$ cat config.mk
export PLATFORM = sky130hd
export DESIGN_NAME = uart_rx_fifo
export DESIGN_NICKNAME = d
export VERILOG_FILES = /design/src/rtl/uart_rx_fifo.sv
export SDC_FILE = /design/constraint.sdc
export NUM_CORES = 1
export LEC_CHECK = 0
export CAP_MARGIN = 20
export CORE_MARGIN = 5
export CORE_UTILIZATION = 60
export CTS_BUF_LIST = sky130_fd_sc_hd__clkbuf_8
export CTS_CLUSTER_DIAMETER = 40
export DETAILED_ROUTE_END_ITERATION = 10
export PLACE_DENSITY = 0.8
export SLEW_MARGIN = 20
export SYNTH_ARGS = -nofsm -noshare
export SYNTH_HDL_FRONTEND = slang
export SYNTH_SLANG_ARGS = --single-unit
$ cat constraint.sdc
create_clock -name clk -period 2.9 [get_ports clk]
set_input_delay 0.58 -clock clk [delete_from_list [all_inputs] [get_ports clk]]
set_output_delay 0.58 -clock clk [all_outputs]
set_load 0.02 [all_outputs]
$ cat src/rtl/uart_rx_fifo.sv
// rtl/uart_rx_fifo.sv - 8N1 UART receiver with first-word-fall-through byte FIFO
//
// Receives frames on rxd, LSB first, and buffers each good byte in a small
// FWFT FIFO that drains over a valid/ready handshake.
//
// Optional feature: define UART_RX_PARITY_EN to add an even-parity bit (8E1).
//
// Parameters:
//   CLK_FREQ    system clock frequency in Hz
//   BAUD        line rate in bit/s (CLK_FREQ/BAUD must be >= 4)
//   FIFO_DEPTH  buffered bytes, power of two, >= 2
//
// Ports:
//   clk        system clock, rising edge
//   reset      asynchronous active-low reset
//   rxd        asynchronous serial input, idles high
//   rx_data    byte at the FIFO head, meaningful while rx_valid=1
//   rx_valid   FIFO not empty
//   rx_ready   consumer accepts; pop on rx_valid & rx_ready
//   frame_err  one-cycle pulse: bad stop bit (or bad parity)
//   overrun    one-cycle pulse: byte dropped because the FIFO was full
//   busy       receiver is inside a frame
module uart_rx_fifo #(
  parameter int CLK_FREQ   = 100000000,
  parameter int BAUD       = 115200,
  parameter int FIFO_DEPTH = 4
) (
  input  logic       clk,
  input  logic       reset,
  input  logic       rxd,
  output logic [7:0] rx_data,
  output logic       rx_valid,
  input  logic       rx_ready,
  output logic       frame_err,
  output logic       overrun,
  output logic       busy
);

  localparam int CLKS_PER_BIT = CLK_FREQ / BAUD;
  localparam int TW           = $clog2(CLKS_PER_BIT);
  localparam int AW           = $clog2(FIFO_DEPTH);

  // The timer restarts at 0 on every transition, so a limit of N-1 means
  // "sample N cycles after entering the state".
  localparam logic [TW-1:0] HALF_LIM = TW'(CLKS_PER_BIT / 2 - 1);
  localparam logic [TW-1:0] FULL_LIM = TW'(CLKS_PER_BIT - 1);

  localparam logic [2:0] ST_IDLE   = 3'd0;
  localparam logic [2:0] ST_START  = 3'd1;
  localparam logic [2:0] ST_DATA   = 3'd2;
  localparam logic [2:0] ST_STOP   = 3'd4;
  localparam logic [2:0] ST_BREAK  = 3'd5;
`ifdef UART_RX_PARITY_EN
  localparam logic [2:0] ST_PARITY = 3'd3;
`endif

  logic          rx_meta;
  logic          rxs;
  logic [2:0]    state;
  logic [TW-1:0] timer;
  logic [2:0]    bit_idx;
  logic [7:0]    shreg;
  logic          tick;
  logic          push;
  logic          stop_err;
`ifdef UART_RX_PARITY_EN
  logic          par_err;
`endif

  // Two-flop synchroniser, preset to 1 so the line reads idle out of reset.
  always_ff @(posedge clk or negedge reset) begin
    if (!reset) begin
      rx_meta <= 1'b1;
      rxs     <= 1'b1;
    end else begin
      rx_meta <= rxd;
      rxs     <= rx_meta;
    end
  end

  // START samples at half a bit; every later state samples a full bit after
  // the previous sample, which lands at the middle of each following bit.
  assign tick = (state == ST_START) ? (timer == HALF_LIM) : (timer == FULL_LIM);
  assign busy = (state != ST_IDLE);

`ifdef UART_RX_PARITY_EN
  assign push     = (state == ST_STOP) && tick && rxs && !par_err;
  assign stop_err = (state == ST_STOP) && tick && (!rxs || par_err);
`else
  assign push     = (state == ST_STOP) && tick && rxs;
  assign stop_err = (state == ST_STOP) && tick && !rxs;
`endif

  always_ff @(posedge clk or negedge reset) begin
    if (!reset) begin
      state     <= ST_IDLE;
      timer     <= '0;
      bit_idx   <= '0;
      shreg     <= '0;
      frame_err <= 1'b0;
`ifdef UART_RX_PARITY_EN
      par_err   <= 1'b0;
`endif
    end else begin
      frame_err <= stop_err;
      case (state)
        ST_IDLE: begin
          timer <= '0;
          if (!rxs) state <= ST_START;
        end
        ST_START: begin
          if (tick) begin
            timer   <= '0;
            bit_idx <= '0;
            // A line back high at mid-start was a glitch, not a frame.
            state   <= rxs ? ST_IDLE : ST_DATA;
          end else begin
            timer <= timer + TW'(1);
          end
        end
        ST_DATA: begin
          if (tick) begin
            timer   <= '0;
            shreg   <= {rxs, shreg[7:1]};
            bit_idx <= bit_idx + 3'd1;
            if (bit_idx == 3'd7) begin
`ifdef UART_RX_PARITY_EN
              state <= ST_PARITY;
`else
              state <= ST_STOP;
`endif
            end
          end else begin
            timer <= timer + TW'(1);
          end
        end
`ifdef UART_RX_PARITY_EN
        ST_PARITY: begin
          if (tick) begin
            timer   <= '0;
            par_err <= (rxs != ^shreg);
            state   <= ST_STOP;
          end else begin
            timer <= timer + TW'(1);
          end
        end
`endif
        ST_STOP: begin
          if (tick) begin
            timer <= '0;
            state <= rxs ? ST_IDLE : ST_BREAK;
          end else begin
            timer <= timer + TW'(1);
          end
        end
        ST_BREAK: begin
          // Hold here until the line recovers so a stuck-low line yields one error.
          timer <= '0;
          if (rxs) state <= ST_IDLE;
        end
        default: begin
          timer <= '0;
          state <= ST_IDLE;
        end
      endcase
    end
  end

  // FWFT FIFO. Pointers carry one extra wrap bit to tell full from empty.
  logic [7:0]  mem [FIFO_DEPTH];
  logic [AW:0] wptr;
  logic [AW:0] rptr;
  logic        empty;
  logic        full;
  logic        pop;
  logic        accept;

  assign empty    = (wptr == rptr);
  assign full     = (wptr[AW] != rptr[AW]) && (wptr[AW-1:0] == rptr[AW-1:0]);
  assign rx_valid = !empty;
  assign rx_data  = mem[rptr[AW-1:0]];
  assign pop      = rx_valid && rx_ready;
  // When full, a simultaneous pop frees the head slot, which is exactly the
  // slot the write pointer addresses, so the push can land there.
  assign accept   = push && (!full || pop);

  always_ff @(posedge clk or negedge reset) begin
    if (!reset) begin
      wptr    <= '0;
      rptr    <= '0;
      overrun <= 1'b0;
      for (int i = 0; i < FIFO_DEPTH; i++) mem[i] <= '0;
    end else begin
      overrun <= push && full && !pop;
      if (accept) begin
        mem[wptr[AW-1:0]] <= shreg;
        wptr              <= wptr + (AW+1)'(1);
      end
      if (pop) rptr <= rptr + (AW+1)'(1);
    end
  end

endmodule

==> results of run 1 <==
report_power, final:
group          switching, uW  internal, uW
Sequential              25.4           945
Combinational            160           137
Clock                    362           571
Total                    547          1650
state kept, by name, summed over array words and instances (netlist names), 3 cells and up:
register,cells
mem,32
timer,10
shreg,8
bit_idx,3
rptr,3
state,3
wptr,3
Yosys cell counts (3+ instances only):
cell type	instances
nand3_1	5
ha_1	8
xor2_1	5
mux2_2	42
buf_2	6
a2111oi_4	4
a21oi_1	3
inv_1	8
dfrtp_1	64
nor4_1	5
o41ai_1	5
mux4_2	8
nor2_1	4
nand2_1	11
xnor2_1	10
nor3_1	14
nor3b_1	4
final timing paths:
check	start	end	slack, ns
setup reg to reg	state[2]	mem[7]	0.24
hold / removal	reset	state[0]	0.28
min in group clk	rx_meta	rxs	0.36
setup / recovery	rptr[0]	rx_data[4]	0.18
hold reg to reg	rx_meta	rxs	0.36
max in group asynchronous	reset	shreg[2]	1.99
cells by family after synthesis:
group	share of synthesized area, %
AOI/OAI and AO/OA	8.10
xor gates and xnor gates	4.09
adders and majority gates	3.12
buffers and inverters	2.69
DFF	51.5
muxes	20.6
and+or+nand+nor	9.86
stage by stage:
stage | area (um2) | cells | hold WS (ns) | power [uW]
finish | 3730 | 341 | 0.275 | 2200
global route | 3730 | 341 | 0.327 | 2290
CTS | 3730 | 340 | 0.290 | 2220
detailed placement | 3480 | 324 | 0.354 | 1290
global placement | 3480 | 324 | 0.346 | 1290
floorplan | 3210 | 239 | 0.284 | 1180
routing by layer:
layer / GRT usage, % / routed length, um
met3: 2.87 / 263
met1: 27.3 / 2840
met4: 10.4 / 118
met5: 0 / 0
met2: 26.8 / 2750
area by class of cell:
class,instances,area share (%)
clock buffer,9,3.32
tap,70,2.35
inverter,8,0.804
timing repair buffer,27,6.64
clock inverter,7,3.18
multi-input combinational,154,39.4
sequential,66,44.3
==> metrics.md, run 1 <==
| Metric | Value |
|---|---|
| Status | completed |
| Final WS setup | ~0.18 ns |
| Synth area leaders | dfrtp_1, mux2_2, mux4_2 |
| Post-synthesis cell area | around 0.0032 mm2 |
| Cell depth of the worst setup path | 3 |
| Async SR Flop Fraction | between 90% and 100% |
| Syn_nets | approximately 250 |
| Cell Pwr Density | approximately 590 mW/mm2 |
| ANT cells | 0 |
| Rel. slew slack | 53.5% |
| GPL Wtd Cong | 0.820 |
| Netlist cell types | 39 |
| # IOs | 16 |
| Number of global-route vias before repair | between 2,000 and 2,500 |
| Post-CTS sizing | 0 |
| CP max FO | 8 |
| Gr ovfl total | 0 |
| Final nets | between 200 and 300 |
| Max Cap Violations | 0 |
| Reg area | between 0.0015 and 0.002 mm2 |
| Clk sinks | 66 |
| Wire per inst | about 17 um |
| Total CTS buffers | 9 |
| Row count | 26 |
| Initial Utilization | a little over three fifths |
| Period minus WS final | ~2.7 ns |
| Register-to-Register Path Depth | 5 |
| Cell family with most CP delay | buffers and inverters |
| Most common cell after layout, fill and taps aside | dfrtp_1 |
| Clock latency on the worst-skew pair | around 0.35 ns |
| Clock-pin slew of the registers on the worst-case setup and hold paths | around 0.08 ns |
| Global-route wire length before repair | 10,300 um |
| Most frequent cells in the layout | dfrtp_1, mux2_2, nor3_1, clkdlybuf4s50_1 |
| Routed WL | 5970 um |
| Fillcell total | 370 |
| CP Buf/Inv Count | 2 |
| Register area share after synthesis | approximately 51% |
| Final setup violation count | 0 |
| Worst path arrival time | between 2 and 2.5 ns |
| Detailed placement HPWL | slightly below 4000 um |
| Req. time, crit path | between 2 and 2.5 ns |
| Routed Antenna Nets | 0 |
| Number of port buffers | 15 |
| Die ar. | around 0.0069 mm2 |
| Worst Hold Class | input port to async pin |
| CTS max path bufs | 2 |
| Max-slew violations | 0 |
| First-pass DRT Iterations | 4 |
| WS Path Type | flop to primary output |
| Period utilisation layout | between 90% and 100% |
| CP Launch Type | flop |
| Post-CTS Setup Inserts | 0 |
| Synthesis-stage register bit count | 66 |
| Most used DFF post-synth | dfrtp_1 |
| DRC viols | 0 |
| Die Wd | about 83 um |
| YS warnings | 0 |
| Core footprint | between 0.005 and 0.006 mm2 |
| Largest net degree at the start of global routing | 38 |
| Synthesis-to-layout area growth | 16.2% |
| Core Util, Final | 72.6% |
| CP max stage delay | 0.57 ns |
| Number of flops mapped to enable cells by yosys | 0 |
| Yosys top cell area share | around half |
| Yosys top cell by area | dfrtp_1 |
| Crit path cell chain | buf_4 > mux4_2 > clkdlybuf4s50_1 |
| Initial antenna violation count | 0 |
| Clock Skew | ~0.012 ns |
| Fin. Hold Viols | 0 |
| Max Freq | 368 MHz |
| Mapped Cells | 239 |
| Iter 0 DRT Violations | around 110 |
| Worst setup EP type | primary output |
| Htree depth | 3 |
| Leak | approximately 0.0017 uW |
| CTS Hold Bufs | 0 |
| GRT Resource Usage Total | a little under a fifth |
| DP Worst Slack | ~0.29 ns |
| Cell chosen for the clock root | clkbuf_8 |
| VDD IR max | between 0.5 and 0.6 mV |
| Unrepaired setup endpoints after global routing | no |
| Vias per cell | 6.03 |
| Vias | 2,055 |
| Least-Margin Pin Slew | between 0.6 and 0.7 ns |
| Post-Route Setup TNS | 0 ns |
| Multi-input combinational cell area | around 0.0015 mm2 |
| Share of cells above drive strength 1 | 32.1% |
| Slowest CP cell | clkdlybuf4s50_1 |
| CTS tree | built |
| Mean Syn Cell Area | 13.4 um2 |
| Die Y | roughly 83 um |
Power figures use the tool's default switching activity.
==> run 2, diff against run 1 <==
--- a/config.mk
+++ b/config.mk
@@ -11,7 +11,8 @@
 export CTS_BUF_LIST = sky130_fd_sc_hd__clkbuf_8
 export CTS_CLUSTER_DIAMETER = 40
 export DETAILED_ROUTE_END_ITERATION = 10
-export PLACE_DENSITY = 0.8
+export GPL_TIMING_DRIVEN = 0
+export PLACE_DENSITY = 0.85
 export SLEW_MARGIN = 20
 export SYNTH_ARGS = -nofsm -noshare
 export SYNTH_HDL_FRONTEND = slang
==> metrics.md, run 2 (synthesized netlist as in run 1, its figures left out) <==
| Metric | Value |
|---|---|
| Unrepaired setup endpoints after global routing | no |
| GPL Wtd Cong | 0.753 (-8.2%) |
| Worst Hold Class | input port to async pin |
| Req. time, crit path | 3.13 ns (+0.81 ns) |
| WS Path Type | flop to flop |
| Rel. slew slack | 44.5% (-9.0 points) |
| CTS tree | built |
| Final nets | 277 (-0.36%) |
| Vias per cell | 5.93 (-1.6%) |
| Share of cells above drive strength 1 | 31.1% (-0.99 points) |
| Final setup violation count | 0 (unchanged) |
| DRC viols | 0 (unchanged) |
| Final WS setup | 0.129 ns (-0.0513 ns) |
| Period utilisation layout | 95.6% (+1.8 points) |
| Number of port buffers | 14 (-1) |
| Die Y | 83.2 um (unchanged) |
| CP max FO | 10 (+2) |
| Routed WL | 5940 um (-0.37%) |
| Most common cell after layout, fill and taps aside | dfrtp_1 |
| Clock-pin slew of the registers on the worst-case setup and hold paths | 0.07 ns (about the same) |
| Clock latency on the worst-skew pair | 0.35 ns (about the same) |
| Detailed placement HPWL | 3850 um (-0.49%) |
| Register-to-Register Path Depth | 6 (+1) |
| Number of flip-flops in the largest register | 32 (unchanged) |
| Die Wd | 83.2 um (unchanged) |
| Clk sinks | 66 (unchanged) |
| Period minus WS final | 2.77 ns (+0.0513 ns) |
| Vias | 2,016 (-1.9%) |
| GR peak layer | met2 |
| Iter 0 DRT Violations | 116 (+6.4%) |
| Worst hold slack | 0.0816 ns (-0.194 ns) |
| DP Worst Slack | 0.146 ns (-0.143 ns) |
| Cell Pwr Density | 552 mW/mm2 (-6.4%) |
| CP Launch Type | flop |
| Htree depth | 3 (unchanged) |
| Met3 global-route usage | 3.86% (+0.99 points) |
| Number of global-route vias before repair | 2,029 (-0.59%) |
| # IOs | 16 (unchanged) |
| Worst path arrival time | 3.00 ns (+0.86 ns) |
| Post-CTS sizing | 2 (+2) |
| Initial Utilization | 62.5% (unchanged) |
| Largest regs | mem (32), timer (10), shreg (8) |
| Met1 usage | 25.6% (-1.7 points) |
| Most frequent cells in the layout | dfrtp_1, mux2_2, nor3_1, clkdlybuf4s50_1, nand2_1 |
| Row count | 26 (unchanged) |
| Least-Margin Pin Slew | 0.832 ns (+0.143 ns) |
| Global-route wire length before repair | 10,000 um (-2.0%) |
| VDD IR max | 0.412 mV (-30%) |
| Initial antenna violation count | 0 (unchanged) |
| CTS max path bufs | 2 (unchanged) |
| Die ar. | 0.00692 mm2 (unchanged) |
| Max Freq | 361 MHz (-1.9%) |
| Max Cap Violations | 0 (unchanged) |
| First-pass DRT Iterations | 4 (unchanged) |
| Largest Register | mem |
| Gr ovfl total | 0 (unchanged) |
| Fillcell total | 362 (-2.2%) |
| Wire per inst | 17.5 um (about the same) |
| Largest net degree at the start of global routing | 54 (+42%) |
| Clock Skew | 0.00872 ns (-0.00315 ns) |
| GRT Resource Usage Total | 18.5% (-0.20 points) |
| Cell chosen for the clock root | clkbuf_8 |
| Status | completed |
| Max-slew violations | 0 (unchanged) |
| Leak | 0.00163 uW (-2.2%) |
| Worst setup EP type | flop |
| Total CTS buffers | 9 (unchanged) |
| M2 GR Usage | 28.1% (+1.3 points) |
| ANT cells | 0 (unchanged) |
| CTS Hold Bufs | 0 (unchanged) |
| Post-CTS Setup Inserts | 0 (unchanged) |
| Core footprint | 0.00514 mm2 (unchanged) |
| Synthesis-to-layout area growth | 14.2% |
| Routed Antenna Nets | 0 (unchanged) |
| Fin. Hold Viols | 0 (unchanged) |
[run 2: metrics by stage]
stage	util [%]	area, um2	instances	TNS (ns)	power, uW
final	71.4	3670	340	0	2020
after global routing	71.4	3670	340	0	2110
after CTS	71.4	3670	340	0	2040
after detailed placement	67.4	3460	324	0	1260
after global placement	66.9	3440	323	-57.45	1250
after floorplan	-	3210	239	0	1180
[run 2: area by class of cell]
cell class,count,area [um2],area share (%)
multi-input combinational,154,1470,40.1
inverter,8,30.0,0.819
buffer,11,58.8,1.60
sequential,66,1650,45.1
tap,70,87.6,2.39
clock inverter,6,65.1,1.77
timing repair buffer,15,164,4.47
clock buffer,10,138,3.75
[run 2: per-layer routing]
| layer | share of wire [%] | wire length, um | vias up |
|---|---|---|---|
| met2 | 48 | 2860 | 45 |
| met4 | 2.3 | 138 | 0 |
| li1 | - | - | 939 |
| met3 | 3.9 | 229 | 12 |
| met5 | 0 | 0 | - |
| met1 | 46 | 2720 | 1020 |
[run 2: final timing paths]
path | start | end | slack, ns
max | state[1] | mem[19] | 0.13
min | reset | mem[5] | 0.08
max reg2reg | state[1] | mem[19] | 0.13
min reg2reg | rx_meta | rxs | 0.36
max in group asynchronous | reset | rx_meta | 2.27
min in group clk | rx_meta | rxs | 0.36
[run 2: report_power, final]
group	internal, uW	switching, uW
sequential	945	15.0
clock	421	361
combinational	113	168
[run 2: worst max-delay path, stage by stage (launching register included)]
cell       delay, ns
dfrtp_1         0.36
buf_2           0.17
or3b_1          0.41
or3_1           0.40
buf_6           0.16
a2111oi_4       0.74
mux2_2          0.42
